File: src/rtl/pll_supervisor_pkg.sv
// Shared types and defaults for the PLL supervisor: state encoding, timing
// defaults for a 16 MHz reference, and status counter widths.
package pll_supervisor_pkg;

  typedef enum logic [2:0] {
    RESET_PLL = 3'd0,
    WAIT_LOCK = 3'd1,
    STABLE    = 3'd2,
    RUN       = 3'd3,
    FAULT     = 3'd4
  } state_t;

  localparam int DEF_LOCK_TIMEOUT = 16000;
  localparam int DEF_RESET_PULSE  = 16;
  localparam int DEF_LOCK_STABLE  = 1600;
  localparam int DEF_MAX_RETRIES  = 7;

  localparam int RETRY_W = 4;
  localparam int LOSS_W  = 8;

  // Width of the shared phase counter: just enough to hold the longest phase minus one.
  function automatic int cnt_width(input int a, input int b, input int c);
    int m;
    m = a;
    if (b > m) m = b;
    if (c > m) m = c;
    return (m < 2) ? 1 : $clog2(m);
  endfunction

endpackage

File: src/rtl/sync_2ff.sv
// Generic two-flop synchronizer for slow-changing level signals.
// Latency: two clk edges; no flow control.
module sync_2ff #(
  parameter int WIDTH = 1
) (
  input  logic             clk,
  input  logic             reset,
  input  logic [WIDTH-1:0] d,
  output logic [WIDTH-1:0] q
);

  logic [WIDTH-1:0] meta;

  always_ff @(posedge clk) begin
    if (reset) begin
      meta <= '0;
      q    <= '0;
    end else begin
      meta <= d;
      q    <= meta;
    end
  end

endmodule

File: src/rtl/pll_supervisor.sv
// Sequences SB_PLL40 RESETB, qualifies LOCK, and gates the fast-domain reset.
// Outputs registered from next state; lock decisions lag the pin by the 2-flop sync; no backpressure.
module pll_supervisor
  import pll_supervisor_pkg::*;
#(
  parameter int LOCK_TIMEOUT = DEF_LOCK_TIMEOUT,
  parameter int RESET_PULSE  = DEF_RESET_PULSE,
  parameter int LOCK_STABLE  = DEF_LOCK_STABLE,
  parameter int MAX_RETRIES  = DEF_MAX_RETRIES
) (
  input  logic               clock_in,
  input  logic               reset,
  input  logic               locked,
  input  logic               relock,
  output logic               pll_resetb,
  output logic               sys_reset,
  output logic               ready,
  output logic               fault,
  output logic [RETRY_W-1:0] retry_count,
  output logic [LOSS_W-1:0]  loss_count
);

  localparam int CNT_W = cnt_width(LOCK_TIMEOUT, RESET_PULSE, LOCK_STABLE);

  localparam logic [CNT_W-1:0]   PULSE_LAST   = CNT_W'(RESET_PULSE - 1);
  localparam logic [CNT_W-1:0]   TIMEOUT_LAST = CNT_W'(LOCK_TIMEOUT - 1);
  localparam logic [CNT_W-1:0]   STABLE_LAST  = CNT_W'(LOCK_STABLE - 1);
  localparam logic [CNT_W-1:0]   CNT_ONE      = CNT_W'(1);
  localparam logic [RETRY_W-1:0] RETRY_LIMIT  = RETRY_W'(MAX_RETRIES);
  localparam logic [RETRY_W-1:0] RETRY_ONE    = RETRY_W'(1);
  localparam logic [LOSS_W-1:0]  LOSS_ONE     = LOSS_W'(1);
  localparam bit                 RETRY_CAPPED = (MAX_RETRIES != 0);

  logic lock_s;

  sync_2ff #(.WIDTH(1)) u_lock_sync (
    .clk   (clock_in),
    .reset (reset),
    .d     (locked),
    .q     (lock_s)
  );

  state_t             state;
  state_t             state_nxt;
  logic [CNT_W-1:0]   cnt;
  logic               cnt_clr;
  logic [RETRY_W-1:0] retry_nxt;
  logic [RETRY_W-1:0] retry_inc;
  logic [LOSS_W-1:0]  loss_nxt;
  logic [LOSS_W-1:0]  loss_inc;

  assign retry_inc = (retry_count == '1) ? retry_count : retry_count + RETRY_ONE;
  assign loss_inc  = (loss_count  == '1) ? loss_count  : loss_count  + LOSS_ONE;

  always_comb begin
    state_nxt = state;
    retry_nxt = retry_count;
    loss_nxt  = loss_count;

    case (state)
      RESET_PLL: begin
        if (cnt == PULSE_LAST) state_nxt = WAIT_LOCK;
      end
      WAIT_LOCK: begin
        // Lock seen on the timeout cycle still wins over a retry.
        if (lock_s) begin
          state_nxt = STABLE;
        end else if (cnt == TIMEOUT_LAST) begin
          retry_nxt = retry_inc;
          state_nxt = (RETRY_CAPPED && retry_inc == RETRY_LIMIT) ? FAULT : RESET_PLL;
        end
      end
      STABLE: begin
        if (!lock_s) begin
          state_nxt = WAIT_LOCK;
        end else if (cnt == STABLE_LAST) begin
          state_nxt = RUN;
          retry_nxt = '0;
        end
      end
      RUN: begin
        if (!lock_s) begin
          state_nxt = RESET_PLL;
          loss_nxt  = loss_inc;
        end
      end
      FAULT: begin
        state_nxt = FAULT;
      end
      default: begin
        state_nxt = RESET_PLL;
      end
    endcase

    // Host re-lock overrides everything, including a lock drop on the same cycle.
    if (relock) begin
      state_nxt = RESET_PLL;
      retry_nxt = '0;
      loss_nxt  = loss_count;
    end
  end

  assign cnt_clr = relock || (state_nxt != state);

  always_ff @(posedge clock_in) begin
    if (reset) begin
      state       <= RESET_PLL;
      cnt         <= '0;
      pll_resetb  <= 1'b0;
      sys_reset   <= 1'b1;
      ready       <= 1'b0;
      fault       <= 1'b0;
      retry_count <= '0;
      loss_count  <= '0;
    end else begin
      state       <= state_nxt;
      retry_count <= retry_nxt;
      loss_count  <= loss_nxt;
      if (cnt_clr) begin
        cnt <= '0;
      end else if (cnt != '1) begin
        cnt <= cnt + CNT_ONE;
      end
      pll_resetb <= !(state_nxt == RESET_PLL || state_nxt == FAULT);
      sys_reset  <= (state_nxt != RUN);
      ready      <= (state_nxt == RUN);
      fault      <= (state_nxt == FAULT);
    end
  end

endmodule

File: config.mk
export PLATFORM = sky130hd
export DESIGN_NAME = pll_supervisor
export DESIGN_NICKNAME = d
export VERILOG_FILES = /design/src/rtl/pll_supervisor_pkg.sv /design/src/rtl/sync_2ff.sv /design/src/rtl/pll_supervisor.sv
export SDC_FILE = /design/constraint.sdc
export NUM_CORES = 1
export LEC_CHECK = 0
export ABC_AREA = 0
export CORE_MARGIN = 3
export CORE_UTILIZATION = 36
export DETAILED_ROUTE_END_ITERATION = 7
export PLACE_DENSITY_LB_ADDON = 0.12
export SLEW_MARGIN = 40
export SYNTH_ARGS = -nofsm -noshare
export SYNTH_HDL_FRONTEND = slang
export SYNTH_HIERARCHICAL = 1
export SYNTH_SLANG_ARGS = --single-unit
File: constraint.sdc
create_clock -name clock_in -period 2.4 [get_ports clock_in]
set_clock_uncertainty 0.2 [all_clocks]
set_input_delay 0.6 -clock clock_in [delete_from_list [all_inputs] [get_ports clock_in]]
set_output_delay 0.6 -clock clock_in [all_outputs]
set_load 0.02 [all_outputs]
=== Yosys cells after proc, flatten, opt, wreduce, memory -nomap -nowiden ===
Cells that the tools add are included.

* Add/subtract/negate cells: 3
* Equal/unequal tests: 19
* Multiplexer cells: 15
* Bitwise gates (word level): 3
* Reduce and logical (&&, ||, !) cells: 10

{| class="wikitable"
|+ Operators with widths
! cell !! number
|-
| $mux 3 || 8
|-
| $mux 4 || 5
|-
| $pmux 3 s5 || 1
|-
| $add 14x1->14 const B || 1
|-
| $eq 14x11->1 const B || 1
|-
| $eq 14x14->1 const B || 1
|-
| $eq 14x4->1 const B || 1
|-
| $ne 14x14->1 const B || 1
|-
| $eq 3x2->1 const B || 3
|-
| $add 8x1->8 const B || 1
|-
| $eq 8x8->1 const B || 1
|-
| $pmux 4 s2 || 1
|-
| $eq 3x3->1 const B || 2
|-
| $logic_not 3->1 || 2
|-
| $ne 2x2->1 const B || 3
|-
| $reduce_and 5->1 || 1
|-
| $add 4x1->4 const B || 1
|-
| $eq 4x3->1 const B || 1
|-
| $eq 4x4->1 const B || 1
|-
| $reduce_and 4->1 || 1
|-
| $reduce_or 2->1 || 2
|-
| $eq 3x1->1 const B || 1
|-
| $ne 3x2->1 const B || 1
|-
| $ne 3x3->1 || 1
|-
| 5 further kinds || 8
|}

* Bits in registers: 35
* Bits of input ports: 4
* Output and inout port bits: 16
* Word-level logic and storage cells: 60

=== Longest topological paths before layout ===
Gate-level depths: netlist (run 1).

* Depth after elaboration: 11
* Depth in mapped cells: 8
* Mapped depth without buffers: 6

=== Hierarchy ===
The synthesis (run 1) kept the hierarchy.

{| class="wikitable"
|+ Modules (own cells, without submodules)
! module !! instances !! cells each !! area each (um^2) !! sequential area each (um^2)
|-
| pll_supervisor || 1 || 201 || 1805.5 || 660.6
|-
| sync_2ff || 1 || 4 || 52.6 || 40.0
|}

=== Worst setup path after synthesis (run 1) ===
Ideal clock, no wire load.

* Path kind: register -> register
* Start: register cnt[0]
* End: register cnt[10]
* Setup time: 79 ps
* Data arrival time: 1840 ps
* Required time: 2121 ps
* Setup slack: 281 ps
* Stages on the path, launching flop included: 8
* Buffers on the path: 1
* Period minus slack after synthesis: 2119 ps
* Cells stage by stage: dfxtp_1 > ha_1 > nand3_1 > nor4_4 > o41ai_2 > a211o_1 > buf_6 > a211oi_2

* Cells in the longest elaborated chain, start to end: 8
* Elaborated cells on any way between the ends: 15
* Those cells by class: 1 x add/sub; 5 x eq/ne; 7 x mux; 2 x reduce/logical

{| class="wikitable"
|+ RTL lines
! item !! line !! RTL
|-
| start, declared || pll_supervisor.sv:45 || <nowiki>logic [CNT_W-1:0] cnt;</nowiki>
|-
| start signal, assigned || pll_supervisor.sv:122 || <nowiki>cnt <= cnt + CNT_ONE;</nowiki>
|-
| $eq 14x11->1 or $eq 14x14->1 (tied branches) || pll_supervisor.sv:76, pll_supervisor.sv:68 ||
|-
| $mux 3 (on tied branches) || pll_supervisor.sv:76, pll_supervisor.sv:68 ||
|-
| $mux 3 (on tied branches) || pll_supervisor.sv:74, pll_supervisor.sv:66 ||
|-
| $pmux 3 s5 || pll_supervisor.sv:60 || <nowiki>case (state)</nowiki>
|-
| $mux 3 || pll_supervisor.sv:96 || <nowiki>if (relock) begin</nowiki>
|-
| $ne 3x3->1 || pll_supervisor.sv:103 || <nowiki>assign cnt_clr = relock || (state_nxt != state);</nowiki>
|-
| $logic_or 1x1->1 || pll_supervisor.sv:103 ||
|-
| $reduce_or 2->1 (no source line) || n/a ||
|}

Parallel ways exist; a longest one is shown, timed or not.
A chain may end at the register's enable or synchronous reset.

=== Worst setup path after layout (run 1) ===
* Start: register cnt[0]
* End: register cnt[4]

Same word-level chain as after synthesis.

==> flow_summary.yaml, run 1 <==
timing:
  tightest_slew_ns: 0.578
  maxSlewHeadroom: 0.613
  hold_viol_final: 0
  finalCritPeriodShare: 0.937
  clock.fmax_mhz: 445
  setup_viol: 0
  drv_slew: 0
  final.setup.tns_ns: 0
  rsz0062_at_grt: "false"
  fin_crit_ns: 2.25
  setup_slack_ns: 0.151
clock_tree:
  clock-sinks: 35
  clk_path_buf_depth: 2
  clk_pin_slew_ns: 0.07
  clock-root-buffer: "clkbuf_8"
  cts_inserted_buffers: 5
  cts_tree: "done"
  cts_hold_buf: 0
  clk_latency_ns: 0.29
  htree_levels: 2
placement:
  io_buffers: 19
  placedInstanceArea_um2: 2260
  pre_cts_ws_ns: 0.00936
  dp_cells: 302
  gp_congestion: 0.748
  dp_hpwl_um: 3020
final_layout:
  drive_gt1_frac: 0.193
  area_delta_synth_final_pct: 28.4
  design_area_um2: 2380
  antenna_cells: 0
  stdcell_count: 311
  final_nets: 250
yosys:
  yosys.area.top_type: "dfxtp_1"
  synth-simple-area-share: 0.281
  synth_common_cells: "dfxtp_1, nor2_1, xnor2_1"
  ys_ff_latch: 35
  synth-seq-area-share: 0.377
  synth_mux_area_frac: 0.0108
  syn_nets: 212
  netlist_area_um2: 1860
  async_reset_ff_frac: 0
  synthTopCellsByArea: "dfxtp_1, xnor2_1, a211oi_2"
  yosysMostFrequentCell: "dfxtp_1"
  synth_top_family_by_area: "simple AND/OR/NAND/NOR gates"
  synth-edff-count: 0
  synth_cells: 205
  synth_xor_area_frac: 0.0848
  synth_top_area_frac: 0.377
  synth_warnings: 6
  synth-compound-area-share: 0.184
  syn_area_per_cell_um2: 9.06
  synth.distinct_cells: 49
  synth_fa_ha_area_frac: 0.0202
  synthFlopType: "dfxtp_1"
outcome:
  status: "finished clean"
min_path:
  hp-class: "reg2reg"
route:
  vias_per_cell: 5.13
  wl_per_cell_um: 13.5
  routed_wl_um: 4190
  remaining_drc_errors: 0
  ant_nets: 0
  first_pass_iters: 4
  via_count: 1596
  dr.first_iter.drc_count: 86
power:
  ir_worst_vdd_v: 0.000299
  powerDensity_nw_per_um2: 493
  pwr-share-seq: 0.499
  clkPwrFrac: 0.470
  power_frac_comb: 0.031
  p_switching_mw: 0.238
  leakage_nw: 0.820
  p_int_mw: 0.938
  switching_share: 0.202
global_route:
  grt_pass1_vias: 1625
  grt_pass1_wl_um: 7590
  grt_overflow: 0
  antenna_found_initial: 0
  grt_usage: 0.151
  grt_max_degree: 15
setup_path:
  max_stage_delay_ns: 0.41
  cp.arrival_ns: 2.26
  path_cells: "ha_2, nand3_1, nor4_4, o41ai_2, a211o_1, buf_12, a211oi_1"
  crit_family: "compound AO/OA/AOI/OAI gates"
  path_max_fanout: 14
  crit_path_end_kind: "flop"
  path_buf_inv: 1
  slowest_stage: "nor4_4"
  worstSetupStartpointType: "flop"
  crit_type: "reg2reg"
  cp.required_ns: 2.41
floorplanning:
  rows: 25
  die_width_um: 77.8
  top_level_ports: 20
  start_util: 0.383
  core-area_um2: 4850
  die_area_um2: 6060
  dieHeight_um: 77.8
run:
  drv_cap: 0
[worst reg2reg max path, stage by stage, from the launching register on]
cell and delay (ns):
dfxtp_1 0.38, ha_2 0.23, nand3_1 0.12, nor4_4 0.41, o41ai_2 0.11, a211o_1 0.34, buf_12 0.16, a211oi_1 0.22
[final timing paths]
check                                            startpoint                       end  slack (ns)  depth (start not counted)
worst max-delay path                    cnt[0]$_SDFFE_PP0P_       cnt[4]$_SDFFE_PP0P_        0.15                          7
worst min-delay path            u_lock_sync/meta$_SDFF_PP0_  u_lock_sync/q$_SDFF_PP0_        0.24                          1
worst max register to register          cnt[0]$_SDFFE_PP0P_       cnt[4]$_SDFFE_PP0P_        0.15                          7
worst min register to register  u_lock_sync/meta$_SDFF_PP0_  u_lock_sync/q$_SDFF_PP0_        0.24                          1
[logic make-up after synthesis]
family          after synthesis
compound gates               43
xor+xnor                     18
fa+ha+maj                     3
buf+inv                      15
flops                        35
mux                           2
simple gates                 89
[routing by layer]
metal  vias up  GRT usage  share of wire
met5         -          0              0
met4         0     0.0427         0.0093
met3         5     0.0371          0.031
met2        23      0.228           0.43
met1       739      0.213           0.53
li1        829          -              -
[repair_timing]
action / 4_1_cts / 5_1_grt
resized for setup: 0 / 1
setup endpoints to repair: 0 / 11
buffers inserted: 0 / 1
[registers in the layout, summed over array words and instances, names as in the netlist]
name and count:
fault 1, cnt 14, u_lock_sync/q 1, loss_count 8, ready 1, retry_count 4
pll_resetb 1, sys_reset 1, state 3, u_lock_sync/meta 1
[placed cells by master, fill, tap and decap left out, types with 3 or more instances in the layout]
cell / count
dfxtp_1: 35
nor2_1: 19
clkdlybuf4s50_1: 19
xnor2_1: 16
buf_4: 16
nand2_1: 11
nand3_1: 10
nor3_1: 9
inv_1: 8
a21oi_1: 7
a211oi_1: 7
o21ai_0: 7
a211oi_2: 7
nor4_1: 6
clkbuf_8: 6
nor2b_1: 5
nand4_1: 4
o211ai_1: 4
or4_1: 3
buf_12: 3
[layout make-up]
class                   instances  area [um2]
clock buffers                   6        82.6
clock inverters                 2        35.0
fillers                       473        2460
inverters                       8        30.0
multi-input cells             155        1080
flip-flops and latches         35         701
well taps                      67        83.8
repair buffers                 38         370
[stage by stage]
stage	utilization	power, mW	hold slack (ns)
6_report	0.492	1.18	0.240
5_1_grt	0.492	1.21	0.275
4_1_cts	0.490	1.19	0.245
3_5_place_dp	0.466	0.636	0.226
3_3_place_gp	0.466	0.636	0.221
2_1_floorplan	-	0.616	0.214
[power groups by stage]
stage / Combinational (mW) / Clock [mW] / Sequential [mW]
6_report: 0.0359 / 0.553 / 0.587
5_1_grt: 0.0399 / 0.586 / 0.587
4_1_cts: 0.0364 / 0.570 / 0.586
3_5_place_dp: 0.0363 / 0 / 0.600
3_3_place_gp: 0.0360 / 0 / 0.600
2_1_floorplan: 0.0167 / 0 / 0.599
Power figures use the tool's default switching activity.
==> run 2: changes to the inputs <==
- RECOVER_POWER: not set -> 25
==> flow_summary.yaml, run 2 (synthesis results as in run 1) <==
outcome:
  status: "finished clean"
final_layout:
  design_area_um2: 2380
  reg.largest.list: "cnt: 14 flops, loss_count: 8 flops, retry_count: 4 flops"
  drive_gt1_frac: 0.184
  final_nets: 250
  area_delta_synth_final_pct: 27.9
  final_cell_mix: "dfxtp_1, nor2_1, xnor2_1, buf_4, nand2_1"
  top_register: "cnt"
  antenna_cells: 0
  layout_commonest_cell: "dfxtp_1"
  largest_reg_flops: 14
setup_path:
  worstSetupStartpointType: "flop"
  path_max_fanout: 14
  reg2reg_depth: 7
  rrSetupSlack_ns: 0.15
  cp.required_ns: 2.40
  crit_path_end_kind: "flop"
  timing.rr.start: "cnt[0]$_SDFFE_PP0P_"
  cp.arrival_ns: 2.25
  reg2reg_to: "cnt[4]$_SDFFE_PP0P_"
  crit_type: "reg2reg"
timing:
  fin_crit_ns: 2.25
  drv_slew: 0
  tightest_slew_ns: 0.573
  setup_viol: 0
  hold_viol_final: 0
  final.setup.tns_ns: 0
  finalCritPeriodShare: 0.937
  clock.fmax_mhz: 445
  rsz0062_at_grt: "false"
  maxSlewHeadroom: 0.616
route:
  vias_per_cell: 5.12
  remaining_drc_errors: 0
  dr.first_iter.drc_count: 99
  ant_nets: 0
  routed_wl_um: 4150
  wl_per_cell_um: 13.3
  via_count: 1591
  first_pass_iters: 4
global_route:
  grt_usage: 0.151
  grt_pass1_vias: 1625
  grt_max_degree: 15
  grt_overflow: 0
  antenna_found_initial: 0
  grt_pass1_wl_um: 7590
placement:
  io_buffers: 19
  placedInstanceArea_um2: 2260
  dp_hpwl_um: 3020
  gp_congestion: 0.748
min_path:
  min_from: "u_lock_sync/meta$_SDFF_PP0_"
  hp-class: "reg2reg"
  whs_endpoint: "u_lock_sync/q$_SDFF_PP0_"
  whs_path_depth: 1
power:
  p_total_mw: 1.17
  ir_worst_vdd_v: 0.000300
  powerDensity_nw_per_um2: 492
  leakage_nw: 0.834
floorplanning:
  start_util: 0.383
  die_area_um2: 6060
  die_width_um: 77.8
  core-area_um2: 4850
  dieHeight_um: 77.8
  top_level_ports: 20
  rows: 25
run:
  drv_cap: 0
clock_tree:
  clock-sinks: 35
  clk_pin_slew_ns: 0.07
  clk_latency_ns: 0.28
  cts_inserted_buffers: 5
  cts_tree: "done"
  cts_hold_buf: 0
  htree_levels: 2
  clk_path_buf_depth: 2
  clock-root-buffer: "clkbuf_8"
run 2: cell types whose count changed in the layout (fill, tap and decap cells not counted):
cell / delta
clkbuf_1: +2
clkdlybuf4s50_1: -9
dlygate4sd3_1: +9
buf_4: -2
run 2: metrics by stage:
stage / instances / setup WS [ns] / utilization / hold WS, ns
global route: 311 / 0.00712 / 0.490 / 0.275
CTS: 310 / 0.0497 / 0.490 / 0.245
detailed placement: 302 / 0.00936 / 0.466 / 0.226
finish: 311 / 0.152 / 0.490 / 0.240
floorplan: 205 / 0.281 / - / 0.214
global placement: 302 / 0.0555 / 0.466 / 0.221
run 2: critical path, stage by stage (launching register included):
cell and delay [ns]:
dfxtp_1 0.38, ha_2 0.23, nand3_1 0.12, nor4_4 0.41, o41ai_2 0.11, a211o_1 0.34, buf_12 0.16, a211oi_1 0.22
run 2: what timing repair did:
item                       in CTS  in global routing
buffers inserted                0                  1
gates resized for setup         0                  1
setup endpoints to repair       0                 11
run 2: worst max-delay path by stage:
stage / start / endpoint / slack, ns / cells past startpoint
CTS: cnt[0]$_SDFFE_PP0P_ / cnt[4]$_SDFFE_PP0P_ / 0.05 / 7
detailed placement: relock / loss_count[3]$_SDFFE_PP0P_ / 0.009 / 5
global placement: relock / loss_count[3]$_SDFFE_PP0P_ / 0.06 / 5
finish: cnt[0]$_SDFFE_PP0P_ / cnt[4]$_SDFFE_PP0P_ / 0.15 / 7
floorplan: cnt[0]$_SDFFE_PP0P_ / cnt[10]$_SDFFE_PP0P_ / 0.28 / 7
global route: cnt[0]$_SDFFE_PP0P_ / cnt[0]$_SDFFE_PP0P_ / 0.007 / 7
run 2: cell type report:
cell class	count	area, um2
clock buffers	6	82.6
clock inverters	2	35.0
fillers	473	2470
inverters	8	30.0
multi-input cells	155	1080
flip-flops and latches	35	701
well taps	67	83.8
repair buffers	38	363
run 2: layer usage:
layer  part of all wire  wire (um)  GRT usage
met1               0.53       2180      0.213
met2               0.44       1810      0.228
met3              0.029        122     0.0371
met4             0.0094         39     0.0427
met5                  0          0          0
run 2: power breakdown:
group	total (mW)	internal (mW)	switching [mW]	leakage, nW
registers	0.587	0.584	0.00306	0.283
logic	0.0340	0.0165	0.0174	0.491
clock network	0.550	0.336	0.214	0.0612
